`src/rtl/mio_pkg.sv`:
```
// Shared types and default sizing for the data-memory/IO bus bridge.
package mio_pkg;

    localparam int          MIO_ADDR_W         = 32;
    localparam int          MIO_DATA_W         = 32;
    localparam int unsigned MIO_TIMEOUT_CYCLES = 255;

    typedef enum logic [1:0] {
        ST_IDLE = 2'd0,
        ST_REQ  = 2'd1,
        ST_DONE = 2'd2
    } mio_state_e;

endpackage

```
`src/rtl/mio_bus_bridge_if.sv`:
```
// CPU load/store port and memory req/ack bus as seen by the bridge.
interface mio_bus_bridge_if
    import mio_pkg::*;
#(
    parameter int ADDR_W = MIO_ADDR_W,
    parameter int DATA_W = MIO_DATA_W
);
    logic              cpu_mio;
    logic              cpu_memrw;
    logic [ADDR_W-1:0] cpu_addr;
    logic [DATA_W-1:0] cpu_wdata;
    logic [DATA_W-1:0] cpu_rdata;
    logic              mio_ready;

    logic              mem_req;
    logic              mem_we;
    logic [ADDR_W-1:0] mem_addr;
    logic [DATA_W-1:0] mem_wdata;
    logic [DATA_W-1:0] mem_rdata;
    logic              mem_ack;

    logic              bus_err;

    // bridge side
    modport slave (
        input  cpu_mio, cpu_memrw, cpu_addr, cpu_wdata, mem_rdata, mem_ack,
        output cpu_rdata, mio_ready, mem_req, mem_we, mem_addr, mem_wdata, bus_err
    );

    // CPU core plus memory, i.e. everything around the bridge
    modport master (
        output cpu_mio, cpu_memrw, cpu_addr, cpu_wdata, mem_rdata, mem_ack,
        input  cpu_rdata, mio_ready, mem_req, mem_we, mem_addr, mem_wdata, bus_err
    );

endinterface

```
`src/rtl/mio_timeout_counter.sv`:
```
// REQ-phase watchdog: down-counter that reaches terminal count on the
// TIMEOUT_CYCLES-th enabled REQ cycle.
module mio_timeout_counter
    import mio_pkg::*;
#(
    parameter int unsigned TIMEOUT_CYCLES = MIO_TIMEOUT_CYCLES
) (
    input  logic clk,
    input  logic rst,
    input  logic clr,
    input  logic en,
    output logic expired
);

    localparam int unsigned      CNT_W = $clog2(TIMEOUT_CYCLES + 1);
    localparam logic [CNT_W-1:0] LOAD  = CNT_W'(TIMEOUT_CYCLES - 1);

    logic [CNT_W-1:0] cnt;

    // Loaded with N-1 so terminal count coincides with the Nth REQ cycle.
    always_ff @(posedge clk) begin
        if (rst || clr) begin
            cnt <= LOAD;
        end else if (en && (cnt != '0)) begin
            cnt <= cnt - CNT_W'(1);
        end
    end

    assign expired = (cnt == '0);

endmodule

```
`src/rtl/mio_bus_bridge.sv`:
```
// Stalls the single-cycle core while a load/store runs a req/ack handshake.
// Optional REQ watchdog with sticky bus_err enabled by defining MIO_TIMEOUT_EN.
module mio_bus_bridge
    import mio_pkg::*;
#(
    parameter int          ADDR_W         = MIO_ADDR_W,
    parameter int          DATA_W         = MIO_DATA_W,
    parameter int unsigned TIMEOUT_CYCLES = MIO_TIMEOUT_CYCLES
) (
    input  logic               clk,
    input  logic               rst,
    mio_bus_bridge_if.slave    bus
);

    mio_state_e        state;
    logic              req_q;
    logic              we_q;
    logic [ADDR_W-1:0] addr_q;
    logic [DATA_W-1:0] wdata_q;
    logic [DATA_W-1:0] rdata_q;
    logic              err_q;
    logic              to_expired;

    if (TIMEOUT_CYCLES < 1) begin : g_bad_timeout
        $error("mio_bus_bridge: TIMEOUT_CYCLES must be at least 1");
    end

`ifdef MIO_TIMEOUT_EN
    mio_timeout_counter #(
        .TIMEOUT_CYCLES (TIMEOUT_CYCLES)
    ) u_timeout (
        .clk     (clk),
        .rst     (rst),
        .clr     (state != ST_REQ),
        .en      ((state == ST_REQ) && !bus.mem_ack),
        .expired (to_expired)
    );
`else
    assign to_expired = 1'b0;
`endif

    always_ff @(posedge clk) begin
        if (rst) begin
            state   <= ST_IDLE;
            req_q   <= 1'b0;
            we_q    <= 1'b0;
            addr_q  <= '0;
            wdata_q <= '0;
            rdata_q <= '0;
            err_q   <= 1'b0;
        end else begin
            case (state)
                ST_IDLE: begin
                    if (bus.cpu_mio) begin
                        addr_q  <= bus.cpu_addr;
                        wdata_q <= bus.cpu_wdata;
                        we_q    <= bus.cpu_memrw;
                        req_q   <= 1'b1;
                        state   <= ST_REQ;
                    end
                end
                ST_REQ: begin
                    // A real ack always beats the watchdog on the same cycle.
                    if (bus.mem_ack) begin
                        if (!we_q) begin
                            rdata_q <= bus.mem_rdata;
                        end
                        req_q <= 1'b0;
                        state <= ST_DONE;
                    end else if (to_expired) begin
                        if (!we_q) begin
                            rdata_q <= '0;
                        end
                        err_q <= 1'b1;
                        req_q <= 1'b0;
                        state <= ST_DONE;
                    end
                end
                ST_DONE: begin
                    state <= ST_IDLE;
                end
                default: begin
                    req_q <= 1'b0;
                    state <= ST_IDLE;
                end
            endcase
        end
    end

    always_comb begin
        bus.mio_ready = 1'b0;
        case (state)
            ST_IDLE: bus.mio_ready = !bus.cpu_mio;
            ST_DONE: bus.mio_ready = 1'b1;
            default: bus.mio_ready = 1'b0;
        endcase
    end

    assign bus.mem_req   = req_q;
    assign bus.mem_we    = we_q;
    assign bus.mem_addr  = addr_q;
    assign bus.mem_wdata = wdata_q;
    assign bus.cpu_rdata = rdata_q;

`ifdef MIO_TIMEOUT_EN
    assign bus.bus_err = err_q;
`else
    assign bus.bus_err = 1'b0;
`endif

endmodule

```
`src/flat_wrapper.sv`:
```
// flat-port wrapper written by rule: the top's interface ports become plain ports
module mio_bus_bridge_flat import mio_pkg::*;
#(
    parameter int          ADDR_W         = MIO_ADDR_W,
    parameter int          DATA_W         = MIO_DATA_W,
    parameter int unsigned TIMEOUT_CYCLES = MIO_TIMEOUT_CYCLES
)
  (clk, rst, bus_cpu_mio, bus_cpu_memrw, bus_cpu_addr, bus_cpu_wdata, bus_mem_rdata, bus_mem_ack, bus_cpu_rdata, bus_mio_ready, bus_mem_req, bus_mem_we, bus_mem_addr, bus_mem_wdata, bus_bus_err);
  mio_bus_bridge_if #(.ADDR_W(ADDR_W), .DATA_W(DATA_W)) bus_i ();
  input  logic clk;
  input  logic rst;
  input wire logic [$bits(bus_i.cpu_mio)-1:0] bus_cpu_mio;
  input wire logic [$bits(bus_i.cpu_memrw)-1:0] bus_cpu_memrw;
  input wire logic [$bits(bus_i.cpu_addr)-1:0] bus_cpu_addr;
  input wire logic [$bits(bus_i.cpu_wdata)-1:0] bus_cpu_wdata;
  input wire logic [$bits(bus_i.mem_rdata)-1:0] bus_mem_rdata;
  input wire logic [$bits(bus_i.mem_ack)-1:0] bus_mem_ack;
  output wire logic [$bits(bus_i.cpu_rdata)-1:0] bus_cpu_rdata;
  output wire logic [$bits(bus_i.mio_ready)-1:0] bus_mio_ready;
  output wire logic [$bits(bus_i.mem_req)-1:0] bus_mem_req;
  output wire logic [$bits(bus_i.mem_we)-1:0] bus_mem_we;
  output wire logic [$bits(bus_i.mem_addr)-1:0] bus_mem_addr;
  output wire logic [$bits(bus_i.mem_wdata)-1:0] bus_mem_wdata;
  output wire logic [$bits(bus_i.bus_err)-1:0] bus_bus_err;
  assign bus_i.cpu_mio = bus_cpu_mio;
  assign bus_i.cpu_memrw = bus_cpu_memrw;
  assign bus_i.cpu_addr = bus_cpu_addr;
  assign bus_i.cpu_wdata = bus_cpu_wdata;
  assign bus_i.mem_rdata = bus_mem_rdata;
  assign bus_i.mem_ack = bus_mem_ack;
  assign bus_cpu_rdata = bus_i.cpu_rdata;
  assign bus_mio_ready = bus_i.mio_ready;
  assign bus_mem_req = bus_i.mem_req;
  assign bus_mem_we = bus_i.mem_we;
  assign bus_mem_addr = bus_i.mem_addr;
  assign bus_mem_wdata = bus_i.mem_wdata;
  assign bus_bus_err = bus_i.bus_err;
  mio_bus_bridge #(.ADDR_W(ADDR_W), .DATA_W(DATA_W), .TIMEOUT_CYCLES(TIMEOUT_CYCLES)) u_core (.clk(clk), .rst(rst), .bus(bus_i));
endmodule
```
`config.mk`:
```
export PLATFORM = sky130hd
export DESIGN_NAME = mio_bus_bridge_flat
export DESIGN_NICKNAME = d
export VERILOG_FILES = /design/src/rtl/mio_pkg.sv /design/src/rtl/mio_bus_bridge_if.sv /design/src/rtl/mio_timeout_counter.sv /design/src/rtl/mio_bus_bridge.sv /design/src/flat_wrapper.sv
export SDC_FILE = /design/constraint.sdc
export NUM_CORES = 1
export LEC_CHECK = 0
export ABC_AREA = 1
export CAP_MARGIN = 20
export CORE_ASPECT_RATIO = 1.4
export CORE_MARGIN = 3
export CORE_UTILIZATION = 41
export CTS_CLUSTER_SIZE = 30
export DETAILED_ROUTE_END_ITERATION = 8
export PLACE_DENSITY_LB_ADDON = 0.15
export SYNTH_ARGS = -nofsm -noshare
export SYNTH_HDL_FRONTEND = slang
export SYNTH_SLANG_ARGS = --single-unit
export TNS_END_PERCENT = 10
```
`constraint.sdc`:
```
create_clock -name clk -period 1.3 [get_ports clk]
set_input_delay 0.325 -clock clk [delete_from_list [all_inputs] [get_ports clk]]
set_output_delay 0.325 -clock clk [all_outputs]
set_load 0.01 [all_outputs]
```
* Yosys cells after proc, flatten, opt, wreduce, memory -nomap -nowiden *
Index checks and enable logic that the tools add are counted.

storage, ports and cells
  flip-flop bits (word level) = 100
  input bits = 101
  logic and storage cells = 25

operators by class
  equality and inequality tests = 4
  mux-type cells = 7
  bitwise operators = 2
  reduce and logical (&&, ||, !) cells = 6

operators with widths
  operator            count
  $reduce_and 3->1    2
  $mux 2              2
  $ne 2x2->1 const B  2
  $pmux 2 s2          1
  $reduce_and 2->1    2
  $pmux 1 s3          1
  $eq 2x1->1 const B  1
  $eq 2x2->1 const B  1
  $logic_not 2->1     1
  $mux 1              2
  $not 1->1           2
  $pmux 1 s2          1
  $logic_not 1->1     1

* Longest topological paths before layout *
  word-level depth = 3
  depth in mapped cells = 7
  mapped depth without buffers = 5

* Worst setup path after synthesis *
OpenSTA, ideal clock, no wires.

  path kind = in2out
  start = in bus_cpu_mio
  end = out bus_mio_ready
  arrival = 0.914 ns
  path slack = 0.061 ns
  stages on the path = 3
  cells stage by stage = buf_2 > buf_1 > a21oi_1

on the way
  cells in the longest elaborated chain, start to end = 2

ends and longest elaborated chain
  what             RTL line              text
  from (decl)      flat_wrapper.sv:12    input wire logic [$bits(bus_i.cpu_mio)-1:0] bus_cpu_mio;
  $logic_not 1->1  mio_bus_bridge.sv:93  ST_IDLE: bus.mio_ready = !bus.cpu_mio;
  $pmux 1 s2       mio_bus_bridge.sv:92  case (state)
  to (decl)        flat_wrapper.sv:19    output wire logic [$bits(bus_i.mio_ready)-1:0] bus_mio_ready;

No other way between the ends.

* Final worst setup path *
  start = reg u_core.state[1]
  end = out bus_mio_ready

on the way
  cells in the longest elaborated chain, start to end = 2

ends and longest elaborated chain
  what                                                  RTL line              text
  from (decl)                                           mio_bus_bridge.sv:15  mio_state_e state;
  from (signal assigned)                                mio_bus_bridge.sv:44  state <= ST_IDLE;
  from (signal assigned)                                mio_bus_bridge.sv:59  state <= ST_REQ;
  from (signal assigned)                                mio_bus_bridge.sv:69  state <= ST_DONE;
  $eq 2x2->1 / $logic_not 2->1 (equally long branches)  mio_bus_bridge.sv:92
  $pmux 1 s2 (*)                                        mio_bus_bridge.sv:92

Every way passes the cells marked *; elsewhere a longest branch is shown, timed or not.

==> results.yml <==
floorplan:
  dieHeight_um: 125
  core_area_mm2: 0.00967
  start_util_pct: 43.1
  dieArea_mm2: 0.0114
  pin_count: 201
  row_count: 42
  fp.dieW_um: 91.2
critical_path:
  reg2regPathDepth: 7
  crit_path_end_kind: "output pin"
  critPathLaunchType: "flop"
  reg2reg_from: "u_core.state[1]"
  rrSetupSlack_ns: 0.02
  cp.required_ns: 0.98
  reg2reg_to: "u_core.bus.mem_addr[2]"
  arrival_ns: 0.98
  cp_max_fo: 2
  worstSetupPathType: "flop to output pin"
drt:
  wl_per_cell_um: 14.2
  drc: 0
  vias: 4306
  antenna_left: 0
  vias_per_cell: 4.69
  dr.pass1.iters: 6
  dr.first_iter.drc_count: 148
  totalWireLength_um: 13100
power:
  ir_worst_vdd_mv: 0.713
  p_per_area_mw_per_mm2: 1150
  fin_total_pwr_w: 0.00774
  leakage_nw: 3.17
finish:
  antenna_cells: 0
  drive_above_1_share_pct: 10.2
  final_cell_area_mm2: 0.00673
  fill_cells: 834
  nets: 885
  syn_to_final_growth_pct: 61.5
yosys:
  syn_area_mm2: 0.00417
  ys_seq_area_share_pct: 48.0
  synth_area_per_cell_um2: 7.14
  synth-seq-cells: 100
  synth_fp_nets: 685
  syn_inst: 584
  yosysUniqueCellTypes: 16
  yosysWarnings: 0
job:
  drv_cap: 0
worst_hold_path:
  hp-start: "u_core.bus.mem_wdata[11]"
  min_to: "u_core.bus.mem_wdata[11]"
  hp-class: "flop to flop"
  whs_path_depth: 2
cts:
  cts.clk_slew.worst_paths_ns: 0.06
  cts_hold_buf: 0
  cts_made_buffers: 9
  cts_tree: "yes"
  clock-sinks: 100
  root_buffer: "clkbuf_16"
  htree_levels: 3
  clk_latency_ns: 0.33
  clockBufferDepth: 2
run_status:
  status: "finished with violations"
  violations: "setup timing"
place:
  dpl_cell_area_mm2: 0.00639
  dp_hpwl_um: 8770
  port_buffers: 199
  gp_congestion: 0.727
timing:
  hold_viol: 0
  fin_crit_ns: 1.31
  fin_crit_sh_pct: 100
  max_freq_ghz: 0.766
  report.final.slew_viol_count: 0
  fin_skew_ns: 0.00413
  rsz0062_at_grt: "true"
  fin_ws_ns: -0.00608
  setup_viol: 1
grt:
  antenna_found_initial: 0
  grt_pass1_wl_um: 19300
  grt_pass1_vias: 4029
  grt_max_degree: 66
  track_usage_pct: 20.8
  overflow: 0
-- registers in the layout, indices dropped and copies added, names as in the netlist --
register,count
u_core.bus.mem_we,1
u_core.bus.cpu_rdata,32
u_core.bus.mem_req,1
u_core.bus.mem_addr,32
u_core.bus.mem_wdata,32
u_core.state,2
-- cell families after synthesis --
family	Yosys count	share of synthesized area (%)
flip-flops	100	48.0
AND/OR/NAND/NOR	400	43.0
AO/OA/AOI/OAI	3	0.360
buffers and inverters	80	8.49
other	1	0.0899
-- per-stage QoR --
stage / TNS [ns] / hold WS [ns] / utilization, % / cells / setup WS (ns)
6_report: -0.00608 / 0.475 / 69.6 / 919 / -0.00608
3_5_place_dp: -20.59 / 0.471 / 66.0 / 896 / -0.258
4_1_cts: -0.0286 / 0.480 / 67.8 / 910 / -0.0286
2_1_floorplan: 0 / 0.394 / - / 584 / 0.0606
3_3_place_gp: -19.51 / 0.462 / 66.0 / 896 / -0.260
5_1_grt: -0.924 / 0.497 / 69.6 / 919 / -0.0460
-- cell usage in the layout, fill, tap and decap left out --
cell type | Yosys | final
inv_2 | 3 | 2
clkbuf_16 | 0 | 16
clkdlybuf4s15_1 | 0 | 49
nand3_1 | 32 | 32
dfxtp_2 | 0 | 2
clkdlybuf4s50_1 | 0 | 99
clkbuf_2 | 0 | 24
clkbuf_1 | 7 | 2
nand2_4 | 0 | 1
bufinv_16 | 0 | 1
buf_4 | 6 | 14
dlygate4sd2_1 | 0 | 25
nor3_1 | 1 | 1
a21oi_1 | 3 | 2
buf_2 | 19 | 1
clkinv_8 | 0 | 1
clkinv_2 | 0 | 2
nor2_2 | 3 | 3
nand3b_1 | 65 | 65
conb_1 | 1 | 1
inv_1 | 36 | 36
nand2_1 | 103 | 102
dfxtp_1 | 100 | 98
a21oi_2 | 0 | 1
buf_6 | 1 | 3
buf_12 | 0 | 8
nor2_1 | 196 | 195
nor2_4 | 0 | 1
-- power breakdown --
group | total, W | switching, W | leakage, nW | internal [W]
registers | 0.00343 | 0.000122 | 0.825 | 0.00331
logic | 0.00178 | 0.000846 | 2.20 | 0.000936
clock network | 0.00253 | 0.00106 | 0.135 | 0.00147
total | 0.00774 | 0.00203 | 3.17 | 0.00571
-- layout make-up --
type	instances	area [um^2]	area share [%]
clock buffer	11	233	3.46
tap	132	165	2.45
inverter	39	159	2.36
timing repair buffer	230	2300	34.2
sequential	100	2000	29.8
clock inverter	3	40.0	0.595
multi-input combinational	404	1830	27.2
-- routing by layer --
layer	global-route usage, %	vias up	part of all wire [%]
li1	-	2188	-
met4	6.57	0	1.8
met5	0	-	0
met3	6.97	18	7.5
met2	37.4	149	51
met1	22.7	1951	40
-- Yosys cell counts --
cell      number  share of area, %
nor2_1       196                18
nand2_1      103               9.3
dfxtp_1      100                48
nand3b_1      65                12
inv_1         36               3.2
nand3_1       32               3.8
buf_2         19               2.3
buf_1          8              0.72
clkbuf_1       7              0.63
buf_4          6               1.1
a21oi_1        3              0.36
inv_2          3              0.27
nor2_2         3              0.45
buf_6          1              0.27
conb_1         1             0.090
nor3_1         1              0.12
-- how the worst max path moves through the flow --
stage	startpoint	endpoint	cells after the start	slack (ns)
CTS	u_core.state[1]	bus_mio_ready	3	-0.03
global placement	bus_mem_ack	u_core.bus.cpu_rdata[29]	7	-0.26
global route	u_core.state[1]	bus_mio_ready	3	-0.05
finish	u_core.state[1]	bus_mio_ready	3	-0.006
floorplan	bus_cpu_mio	bus_mio_ready	3	0.06
detailed placement	bus_mem_ack	u_core.bus.cpu_rdata[30]	7	-0.26
-- critical path: stages (launching register included) --
cell and delay (ns):
dfxtp_2 0.34, inv_2 0.04, a21oi_2 0.12, buf_4 0.15
-- what timing repair did --
item	CTS	global route
gates resized for setup	116	97
pin swaps	0	2
endpoints found under the hold margin	0	0
endpoints found under the setup margin	99	134
setup buffers	0	2
cloned	0	7
No activity file was read; power rests on OpenSTA's default activity.
